$ cat config.mk
export PLATFORM = sky130hd
export DESIGN_NAME = ahb_arbiter
export DESIGN_NICKNAME = d
export VERILOG_FILES = /design/src/rtl/ahb_arbiter.sv
export SDC_FILE = /design/constraint.sdc
export NUM_CORES = 1
export LEC_CHECK = 0
export ABC_AREA = 1
export BUFFER_PORTS_ARGS = -buffer_cell sky130_fd_sc_hd__buf_4
export CAP_MARGIN = 20
export CORE_ASPECT_RATIO = 0.6
export CORE_MARGIN = 3
export CORE_UTILIZATION = 45
export CTS_CLUSTER_SIZE = 16
export DETAILED_ROUTE_END_ITERATION = 8
export PLACE_DENSITY = 0.62
export SYNTH_ARGS = -nofsm -noshare
export SYNTH_HDL_FRONTEND = slang
export SYNTH_SLANG_ARGS = --single-unit
$ cat constraint.sdc
create_clock -name hclk -period 2.1 [get_ports hclk]
set_input_delay 0.315 -clock hclk [delete_from_list [all_inputs] [get_ports hclk]]
set_output_delay 0.315 -clock hclk [all_outputs]
set_load 0.1 [all_outputs]
$ cat src/rtl/ahb_arbiter.sv
// ---------------------------------------------------------------------------
// ahb_arbiter
//
// Decides which AHB master owns the shared address/control bus. It produces
// a one-hot grant, the registered owner ID used by the address/data muxes,
// and the locked-transfer indication for the current address phase.
//
// Ports:
//   hclk       in   AHB clock
//   hresetn    in   asynchronous active-low reset
//   hbusreq    in   [NUM_MASTERS-1:0] bus request, one bit per master
//   hlock      in   [NUM_MASTERS-1:0] locked-transfer request per master
//   htrans     in   [1:0] transfer type of the current address phase
//   hready     in   bus-wide transfer-complete
//   hgrant     out  [NUM_MASTERS-1:0] one-hot grant
//   hmaster    out  [MID_W-1:0] owner of the current address phase
//   hmastlock  out  current address phase is locked
//
// Build option:
//   ARB_FIXED_PRIO_EN  when defined, the lowest-index requester always wins
//                      and the round-robin pointer is not built. Hold, lock,
//                      tenure and default-master rules are unchanged.
// ---------------------------------------------------------------------------
module ahb_arbiter #(
   parameter int NUM_MASTERS = 4,
   parameter int MID_W       = 2,
   parameter int DEF_MASTER  = 0,
   parameter int MAX_HOLD    = 16
) (
   input  logic                   hclk,
   input  logic                   hresetn,
   input  logic [NUM_MASTERS-1:0] hbusreq,
   input  logic [NUM_MASTERS-1:0] hlock,
   input  logic [1:0]             htrans,
   input  logic                   hready,
   output logic [NUM_MASTERS-1:0] hgrant,
   output logic [MID_W-1:0]       hmaster,
   output logic                   hmastlock
);

   localparam int CNT_W = (MAX_HOLD < 1) ? 1 : $clog2(MAX_HOLD + 1);
   localparam logic [NUM_MASTERS-1:0] DEF_GRANT = NUM_MASTERS'(1) << DEF_MASTER;
   localparam logic [CNT_W-1:0]       CNT_MAX   = CNT_W'(MAX_HOLD);

   // Configuration sanity, caught at elaboration time.
   if (DEF_MASTER < 0 || DEF_MASTER >= NUM_MASTERS) begin : g_bad_def_master
      $error("ahb_arbiter: DEF_MASTER out of range");
   end
   if ((1 << MID_W) < NUM_MASTERS) begin : g_bad_mid_w
      $error("ahb_arbiter: MID_W too narrow for NUM_MASTERS");
   end

   logic [NUM_MASTERS-1:0] hgrant_q, hgrant_d;
   logic [MID_W-1:0]       hmaster_q, hmaster_d;
   logic                   hmastlock_q, hmastlock_d;
   logic [CNT_W-1:0]       cnt_q, cnt_d;
`ifndef ARB_FIXED_PRIO_EN
   logic [MID_W-1:0]       ptr_q, ptr_d;
`endif

   logic [MID_W-1:0] grant_idx;
   logic [MID_W-1:0] win_idx;
   logic             win_found;
   logic             lock_hold;
   logic             expired;
   logic             hold;

   // Encode the one-hot grant into the ID that moves into hmaster.
   always_comb begin
      grant_idx = '0;
      for (int i = 0; i < NUM_MASTERS; i++) begin
         if (hgrant_q[i]) grant_idx = MID_W'(i);
      end
   end

   // A locked tenure holds the bus; a burst (BUSY/SEQ) holds it only until
   // the tenure limit expires with someone else waiting.
   always_comb begin
      lock_hold = hmastlock_q & hlock[hmaster_q];
      expired   = (MAX_HOLD != 0) && (cnt_q == CNT_MAX) && (|(hbusreq & ~hgrant_q));
      hold      = lock_hold | (htrans[0] & ~expired);
   end

   // Winner search. Loops run from lowest to highest priority so the last
   // match written is the highest-priority requester.
   always_comb begin
      win_found = 1'b0;
      win_idx   = '0;
`ifdef ARB_FIXED_PRIO_EN
      for (int i = NUM_MASTERS - 1; i >= 0; i--) begin
         if (hbusreq[i]) begin
            win_found = 1'b1;
            win_idx   = MID_W'(i);
         end
      end
`else
      // Candidate i steps above the pointer; i = NUM_MASTERS is the pointer
      // itself, so a sole requester that already owns the bus is re-granted.
      for (int i = NUM_MASTERS; i >= 1; i--) begin
         if (hbusreq[(int'(ptr_q) + i) % NUM_MASTERS]) begin
            win_found = 1'b1;
            win_idx   = MID_W'((int'(ptr_q) + i) % NUM_MASTERS);
         end
      end
`endif
   end

   always_comb begin
      hgrant_d    = hgrant_q;
      hmaster_d   = hmaster_q;
      hmastlock_d = hmastlock_q;
      cnt_d       = cnt_q;
`ifndef ARB_FIXED_PRIO_EN
      ptr_d       = ptr_q;
`endif
      if (hready) begin
         hmaster_d   = grant_idx;
         hmastlock_d = hlock[grant_idx];
         if (!hold) begin
            if (win_found) begin
               hgrant_d = NUM_MASTERS'(1) << win_idx;
`ifndef ARB_FIXED_PRIO_EN
               ptr_d    = win_idx;
`endif
            end else begin
               hgrant_d = DEF_GRANT;
            end
         end
         // Tenure counts NONSEQ/SEQ beats of an unchanged grant, saturating.
         if (hgrant_d != hgrant_q) begin
            cnt_d = '0;
         end else if (htrans[1] && (cnt_q != CNT_MAX)) begin
            cnt_d = cnt_q + CNT_W'(1);
         end
      end
   end

   always_ff @(posedge hclk or negedge hresetn) begin
      if (!hresetn) begin
         hgrant_q    <= DEF_GRANT;
         hmaster_q   <= MID_W'(DEF_MASTER);
         hmastlock_q <= 1'b0;
         cnt_q       <= '0;
`ifndef ARB_FIXED_PRIO_EN
         ptr_q       <= MID_W'(DEF_MASTER);
`endif
      end else begin
         hgrant_q    <= hgrant_d;
         hmaster_q   <= hmaster_d;
         hmastlock_q <= hmastlock_d;
         cnt_q       <= cnt_d;
`ifndef ARB_FIXED_PRIO_EN
         ptr_q       <= ptr_d;
`endif
      end
   end

   assign hgrant    = hgrant_q;
   assign hmaster   = hmaster_q;
   assign hmastlock = hmastlock_q;

endmodule

==> results.md, run 1 <==
- The flow ran to the end, but the final reports show violations.
- On the critical path, the stage with the largest delay is an instance of sky130_fd_sc_hd__dfrtp_2.
- For this run the aggregate overflow at the end of global routing stands at 0.
- After detailed routing, no signal wire sits above met4.
- Grouping stages by cell kind, the critical path spends the most delay in simple AND/OR/NAND/NOR gates.
- The final routed wirelength across all metal layers is about 3800 um.
- The synthesized area is 1186 um2.
- Leaving out fill and tap cells, the most frequent cell in the layout is sky130_fd_sc_hd__nand2_1.
- Detailed placement finished with a half-perimeter wire length of between 2000 and 3000 um.
- The worst-margin pin slew is around 0.46 ns.
- The tree is rooted in a sky130_fd_sc_hd__clkbuf_8.
- In this run the number of H-tree levels came out at 1.
- The number of global-route vias before repair came to approximately 1100.
- Static timing analysis puts the maximum clock frequency at ~470 MHz.
- The worst pin sits at a relative slew slack of 0.6931.
- Leaving out fill and tap cells, the most frequent cells in the layout are sky130_fd_sc_hd__nand2_1 (46), sky130_fd_sc_hd__buf_4 (27), sky130_fd_sc_hd__nand2_2 (17).
- The number of placed instances, taps included is approximately 230.
- Once routing completed, OpenROAD measured the worst setup slack at -0.02623 ns.
- The number of endpoints with negative hold slack in the final report is 0.
- The final critical delay including setup and external delays is roughly 2.1 ns.
- The later pin in the worst-skew pair is clocked with a latency of 0.25 ns.
- The final setup violation count is 5.
- STA classifies the critical path endpoint as a register.
- The placeable core area is between 2000 and 2500 um2.
- The die is 72.28 um wide.
- Ranked by total cell area, the synthesized netlist is headed by sky130_fd_sc_hd__dfrtp_1 (27%), sky130_fd_sc_hd__nand2_1 (19%), sky130_fd_sc_hd__inv_1 (6.3%).
- The final critical-path share of the clock period is 1.012.
- The wire length on met2 is 1475 um.
- For this run, the slowest stage of the critical path takes between 0.4 and 0.5 ns.
- For the worst setup path, the data required time is between 2 and 2.5 ns.
- The worst setup path is of the register to register kind.
- Of all nets on the critical path, the largest fanout is 5.
- The sequential element share of the synthesized area is 0.2964.
- The wire length of the first global-routing pass is 5126 um.
- The post-synthesis to final-layout area growth is 37.45%.
- The post-synthesis net count is just under 200.
- Dividing the detail-routed via count by the number of cells gives ~5.6.
- The count of final max-slew check failures is 0.
- Traced cell by cell, the critical path runs through buf_12 -> o21ai_4 -> nand2_4 -> nand2_2 -> nand2_2 -> a21boi_4 -> nand3_2 -> nand3_2 -> nand4_1 -> nor2_4 -> nand4_1 -> nand2_1.
- The count of unique library cells instantiated by Yosys is 32.
- The average cell area after synthesis is 6.590 um2.
- The repair_antennas step left the layout with diodes totalling 0.
- In the global route stage, overall resource usage came out at 0.2079.
- The TritonCTS clock tree is done.
- For this block, the initial DRC count from the detailed router was 210.
- Setup repair after global routing could not meet its margin everywhere.
- The count of buffering cells on the critical path with inverters included is 1.
- During synthesis, Yosys emitted a total of 0 warnings.
- The detailed-routed wire length on met3 is about 400 um.
- Buffers placed on the I/O ports in this run total 19.
- The die covers between 3000 and 4000 um2.
- For this run, the number of standard cells in the final layout without fillers is ~240.
- Entering global routing, the biggest net connects 22 pins.
- STA classifies the critical path startpoint as a register.
- The detailed router put a total of 1787 um of wire on met1.
- The dominant cell type by area after synthesis is sky130_fd_sc_hd__dfrtp_1.
- Clock-pin slew was measured on the worst setup and hold paths at approximately 0.060 ns.
- The total I/O pin count is 20.
- In the routed design, unresolved DRC markers number 0.
- The die span in y is ~46 um.
- Of the cells placed in the final design, the portion with a size suffix greater than 1 is 0.4265.
- In the synthesized netlist the dominant register cell turns out to be sky130_fd_sc_hd__dfrtp_1.
- The remaining antenna violation count after routing is 0.
- The routed layout has about 1400 vias.
- Counting every instance in the synthesized netlist gives between 150 and 200.
- Counting the buffers created by CTS gives 3.
- Between clock sinks in the finished design, the worst skew comes to between 0.003 and 0.004 ns.
- At the worst endpoint, the arrival time is roughly 2.3 ns.
- The buffer levels on the longest clock path is 2.
- The routability congestion estimate from global placement is between 0.8 and 0.9.
- The net count of the finished layout is between 200 and 250.
- The worst hold path belongs to the class input pin to register.
- The share of the core filled with cells in the final layout is 0.7009.
- The first TritonRoute pass finished after 6 iterations.
- Synthesis inferred 14 register bits.
- The number of max-cap violations is 0.
- The checks that failed: setup timing.
- Dividing the detail-routed wire length by the instance count gives 15.66 um.
- The initial antenna violation count is 0.
- The initial core utilization is 0.5100.
- In this run, synthesis inferred 0 flip-flops with an integrated enable.
- The area share of the largest cell type after synthesis is 0.2743.
- The clock net sink count is 14.
- The async set-or-reset flop fraction in the synthesized netlist is 1.000.
- The total number of placement rows is 13.
-- synthesized netlist by cell type (2+ instances only) --
| master | count |
|---|---|
| sky130_fd_sc_hd__o21ai_0 | 11 |
| sky130_fd_sc_hd__nand4_1 | 8 |
| sky130_fd_sc_hd__nor2_1 | 9 |
| sky130_fd_sc_hd__nand3_1 | 13 |
| sky130_fd_sc_hd__ha_1 | 2 |
| sky130_fd_sc_hd__o21ai_1 | 2 |
| sky130_fd_sc_hd__a21oi_1 | 3 |
| sky130_fd_sc_hd__nand3_2 | 2 |
| sky130_fd_sc_hd__xnor2_1 | 2 |
| sky130_fd_sc_hd__nand2_1 | 59 |
| sky130_fd_sc_hd__o22ai_1 | 3 |
| sky130_fd_sc_hd__inv_1 | 20 |
| sky130_fd_sc_hd__inv_2 | 3 |
| sky130_fd_sc_hd__dfrtp_1 | 13 |
| sky130_fd_sc_hd__nand2_2 | 12 |
| sky130_fd_sc_hd__o211ai_1 | 2 |
-- path summary, 6_finish.rpt --
| kind | slack [ns] | startpoint | cells past startpoint | to |
|---|---|---|---|---|
| min in group asynchronous | 0.46 | hresetn | 2 | ptr_q[0] |
| min reg2reg | 0.53 | cnt_q[4] | 2 | cnt_q[4] |
| max reg2reg | -0.03 | ptr_q[0] | 12 | cnt_q[2] |
| min | 0.39 | hlock[2] | 3 | hmastlock |
| max | -0.03 | ptr_q[0] | 12 | cnt_q[2] |
| max in group asynchronous | 1.41 | hresetn | 2 | hgrant[0] |
-- per-layer routing --
| layer | GRT usage | vias to the layer above |
|---|---|---|
| li1 | - | 646 |
| met1 | 0.3110 | 607 |
| met2 | 0.2676 | 87 |
| met3 | 0.09031 | 20 |
| met4 | 0.04494 | 0 |
| met5 | 0 | - |
-- sequential cells by signal, summed over array words and instances (netlist names) --
signal,count
cnt_q,5
hmaster,2
hgrant,4
ptr_q,2
hmastlock,1
-- cells by family (layout without fill, tap and decap cells) --
logic type	Yosys count	after routing	share of synthesized area
AOI/OAI and AO/OA	25	25	0.1319
xor gates and xnor gates	3	3	0.02216
adders and majority gates	2	2	0.02109
buffers and inverters	28	59	0.1002
DFF	14	14	0.2964
and+or+nand+nor	108	108	0.4283
-- per-stage QoR --
stage | hold slack [ns] | setup slack, ns | setup TNS (ns) | cell area [um2]
CTS | 0.3925 | 0.0009255 | 0 | 1420
floorplan | 0.01941 | 0.04605 | 0 | 1196
global placement | 0.1756 | 0.06570 | 0 | 1364
finish | 0.3942 | -0.02623 | -0.06466 | 1630
global route | 0.4099 | -0.1356 | -0.5331 | 1630
detailed placement | 0.1823 | -0.0002844 | -0.0002844 | 1364
-- timing repair --
action / in CTS / in global routing
buffers inserted: 0 / 9
hold endpoints to repair: 13 / 0
hold buffers: 1 / 0
setup endpoints to repair: 4 / 5
pin swaps: 0 / 24
resized for setup: 1 / 43
-- tightest hold or removal path, delay by kind of cell --
kind	cells	cell delay (ns)
compound gates	2	0.20
buf+inv	1	0.08
-- area by class of cell --
| type | count | area (um2) |
|---|---|---|
| inverter | 25 | 108.9 |
| sequential | 14 | 364.1 |
| clock buffer | 4 | 45.04 |
| multi-input combinational | 138 | 830.8 |
| fill | 183 | 695.7 |
| timing repair buffer | 30 | 244.0 |
| tap | 30 | 37.54 |
Power of run 1 is not shown: default switching activity piles up to over one toggle a cycle in this logic, so the estimate is an artifact.
==> run 2: changes to the inputs <==
CORE_ASPECT_RATIO = not set   (was 0.6)
CORE_UTILIZATION = 55   (was 45)
PLACE_DENSITY = 0.74   (was 0.62)
RECOVER_POWER = 25   (was not set)
==> run 2 against run 1 <==
Flip-flop and latch count did not move. Core utilization rose by 5.9 points. Via count fell by 5.9%. The run now ends clean. Critical path depth rose by 2. Critical endpoint is now cnt_q[3]. Non-clock buffer count fell by 3. Maximum frequency rose by 4.6%. Final cell count fell by 2.5%. First-iteration DRC count fell by 79%.
==> results.md, run 2 (synthesis results as in run 1) <==
- The flow ran to the end, and the final reports show no timing, DRC or antenna violations.
- The total I/O pin count is 20.
- The category of the worst setup path launch point is a register.
- The region available for standard cell placement spans approximately 2000 um2.
- Timing would allow up to 491.9 MHz.
- Using the TritonRoute via totals, the vias-per-cell ratio works out to around 5.4.
- The global router's overall resource usage is 0.2421.
- The clock net sink count is 14.
- The non-filler instance count after layout is between 200 and 250.
- The die area is about 2700 um2.
- The worst path needs ~2.0 ns of the cycle, external delays included.
- The arrival time at the worst endpoint is ~2.3 ns.
- Detailed routing inserted a total of roughly 1300 vias.
- The worst-case headroom to the max-slew limit is 0.4637.
- The critical path class is register to register.
- The later pin in the worst-skew pair is clocked with a latency of about 0.28 ns.
- The clock input transition at the sequential cells of the worst setup and hold paths is 0.08 ns.
- The fraction of final layout cells sized beyond drive strength 1 is 0.3606.
- The worst hold path belongs to the class input pin to register.
- The kind of capture point of the worst setup path is a register.
- At the pin with the least slew margin, the transition time is a little over 0.8 ns.
- In this run the remaining antenna-violating nets after routing total 0.
- The buffer levels on the longest clock path is 2.
- The largest stage delay on the critical path is approximately 0.46 ns.
- The flip-flop count of the largest register after layout is 5.
- The count of final max-slew check failures is 0.
- The critical path goes through buf_6 -> o21ai_4 -> nand2_2 -> nand2_1 -> nand2_2 -> nand2_1 -> nand2_2 -> nand2_4 -> nand2_1 -> nand3_1 -> nand4_1 -> nor2_4 -> nand4_1 -> nand2_1.
- For this run, the post-layout net count is roughly 220.
- The final critical-path share of the clock period is 0.9681.
- The initial utilization of the core area, before any placement, comes to 0.5925.
- For this run, the detailed router's first-pass iteration total came to 4.
- Detailed placement ended at an HPWL of 2152 um.
- After detailed routing, the total wire length is just over 3000 um.
- The first routing iteration left between 40 and 50 violations.
- The number of placed instances, taps included is between 200 and 250.
- The total number of placement rows is 16.
- Entering global routing, the biggest net connects 22 pins.
- The number of buffers created by CTS is 3.
- Dividing the detail-routed wire length by the instance count gives between 10 and 15 um.
- Across the VDD grid, the largest voltage drop is 1.442 mV.
- Across the run, the number of max-cap violations was 0.
- The summed area of non-filler cells in the final layout is 1521 um2.
- Measured along the y axis, the die boundary spans 52.44 um.
- The die is about 52 um wide.
- In this run the number of H-tree levels came out at 1.
- The final setup violation count is 0.
- More flip-flops sit in one register than any other, and that register is cnt_q.
- The routability congestion estimate from global placement is just under 0.9.
- The number of I/O port buffers is 19.
- TritonCTS built the clock tree.
- The leading cell type in the layout, fill and taps excluded is sky130_fd_sc_hd__nand2_1.
- The post-placement worst setup slack is slightly above 0.07 ns.
- The overall overflow remaining after global route is 0.
- The number of endpoints with negative hold slack in the final report came to 0.
- On the critical path, the stage with the largest delay is an instance of sky130_fd_sc_hd__dfrtp_2.
- The instance area after placement is between 1000 and 1500 um2.
- The final antenna diode count is 0.
- The cell sitting at the root of the clock tree is a sky130_fd_sc_hd__clkbuf_4.
- Counting stages on the worst path, the most repeated cell is sky130_fd_sc_hd__nand2_1.
- Dividing total power by cell area gives a power density of approximately 1800 nW/um2.
- Data on the critical path is required at its endpoint by 2.32 ns.
- Setup repair after global routing could not meet its margin everywhere.
- Leaving out fill and tap cells, the most frequent cells in the layout are sky130_fd_sc_hd__nand2_1 (52), sky130_fd_sc_hd__buf_4 (22), sky130_fd_sc_hd__inv_1 (18), sky130_fd_sc_hd__nand2_2 (18), sky130_fd_sc_hd__o21ai_0 (11).
- The number of filler cells placed in the layout is about 150.
- Hold timing on the final database bottoms out at a slack of around 0.35 ns.
- Setup slack closes at 0.06706 ns.
- The number of global-route vias before repair was approximately 1200.
- Relative to the synthesized area, the layout overhead comes to 28.27%.
- For the final database, setup skew stands at around 0.0028 ns.
- The highest fanout seen on the critical path is 7.
- In the routed design, unresolved DRC markers number 0.
- The wire length of the first global-routing pass is ~5000 um.
- The initial antenna violation count was 0.
- In this run the static leakage power is approximately 0.79 nW.
run 2: cell types whose count changed in the layout (fill, tap and decap cells not counted), moves of 4 or more:
| cell | previous run | this run |
|---|---|---|
| sky130_fd_sc_hd__buf_4 | 27 | 22 |
| sky130_fd_sc_hd__nand2_1 | 46 | 52 |
| sky130_fd_sc_hd__nand2_4 | 9 | 2 |
| sky130_fd_sc_hd__inv_2 | 8 | 4 |
run 2: layer usage:
layer  track usage  part of all wire  wire length, um
met1        0.3209              0.45             1370
met2        0.3967              0.48             1473
met3       0.05128             0.052              159
met4       0.06383             0.023               72
met5             0                 0                0
run 2: layout make-up:
cell class | count | area [um2] | area share
sequential | 14 | 362.8 | 0.2385
inverter | 25 | 105.1 | 0.06908
tap | 27 | 33.78 | 0.02220
timing repair buffer | 27 | 212.7 | 0.1398
clock buffer | 4 | 26.28 | 0.01727
multi-input combinational | 138 | 780.7 | 0.5132
run 2: through the flow:
| stage | setup TNS, ns | utilization | power, mW |
|---|---|---|---|
| 2_1_floorplan | 0 | - | 1.958 |
| 3_3_place_gp | 0 | 0.6756 | 2.254 |
| 3_5_place_dp | 0 | 0.6756 | 2.283 |
| 4_1_cts | 0 | 0.6938 | 2.471 |
| 5_1_grt | -0.4099 | 0.7600 | 2.993 |
| 6_report | 0 | 0.7600 | 2.771 |
run 2: power breakdown:
part           switching [mW]  total (mW)  leakage [nW]  internal, mW
logic                    1.42        2.10         0.606         0.674
registers               0.127       0.513         0.173         0.386
clock network          0.0863       0.160        0.0150        0.0738
total                    1.64        2.77         0.794          1.13
run 2: final timing paths:
kind,start,end,slack (ns),cells after the start
min in group asynchronous,hresetn,cnt_q[3],0.63,2
max in group asynchronous,hresetn,hgrant[2],0.93,2
worst min-delay path,hlock[2],hmastlock,0.35,3
worst max register to register,ptr_q[0],cnt_q[3],0.07,14
worst max-delay path,ptr_q[0],cnt_q[3],0.07,14
worst min register to register,cnt_q[0],cnt_q[0],0.53,2
run 2: critical path, delay by kind of cell (launching register included):
family,cells,cell delay [ns]
buffers and inverters,1,0.15
AO/OA/AOI/OAI,1,0.16
flip-flops,1,0.46
AND/OR/NAND/NOR,12,1.19
run 2: repair_timing:
| item | in CTS | in global routing |
|---|---|---|
| hold buffers | 1 | 0 |
| gates resized for setup | 0 | 26 |
| endpoints found under the setup margin | 0 | 5 |
| setup buffers | 0 | 7 |
| hold endpoints to repair | 13 | 0 |
No activity file was read; power rests on OpenSTA's default activity.
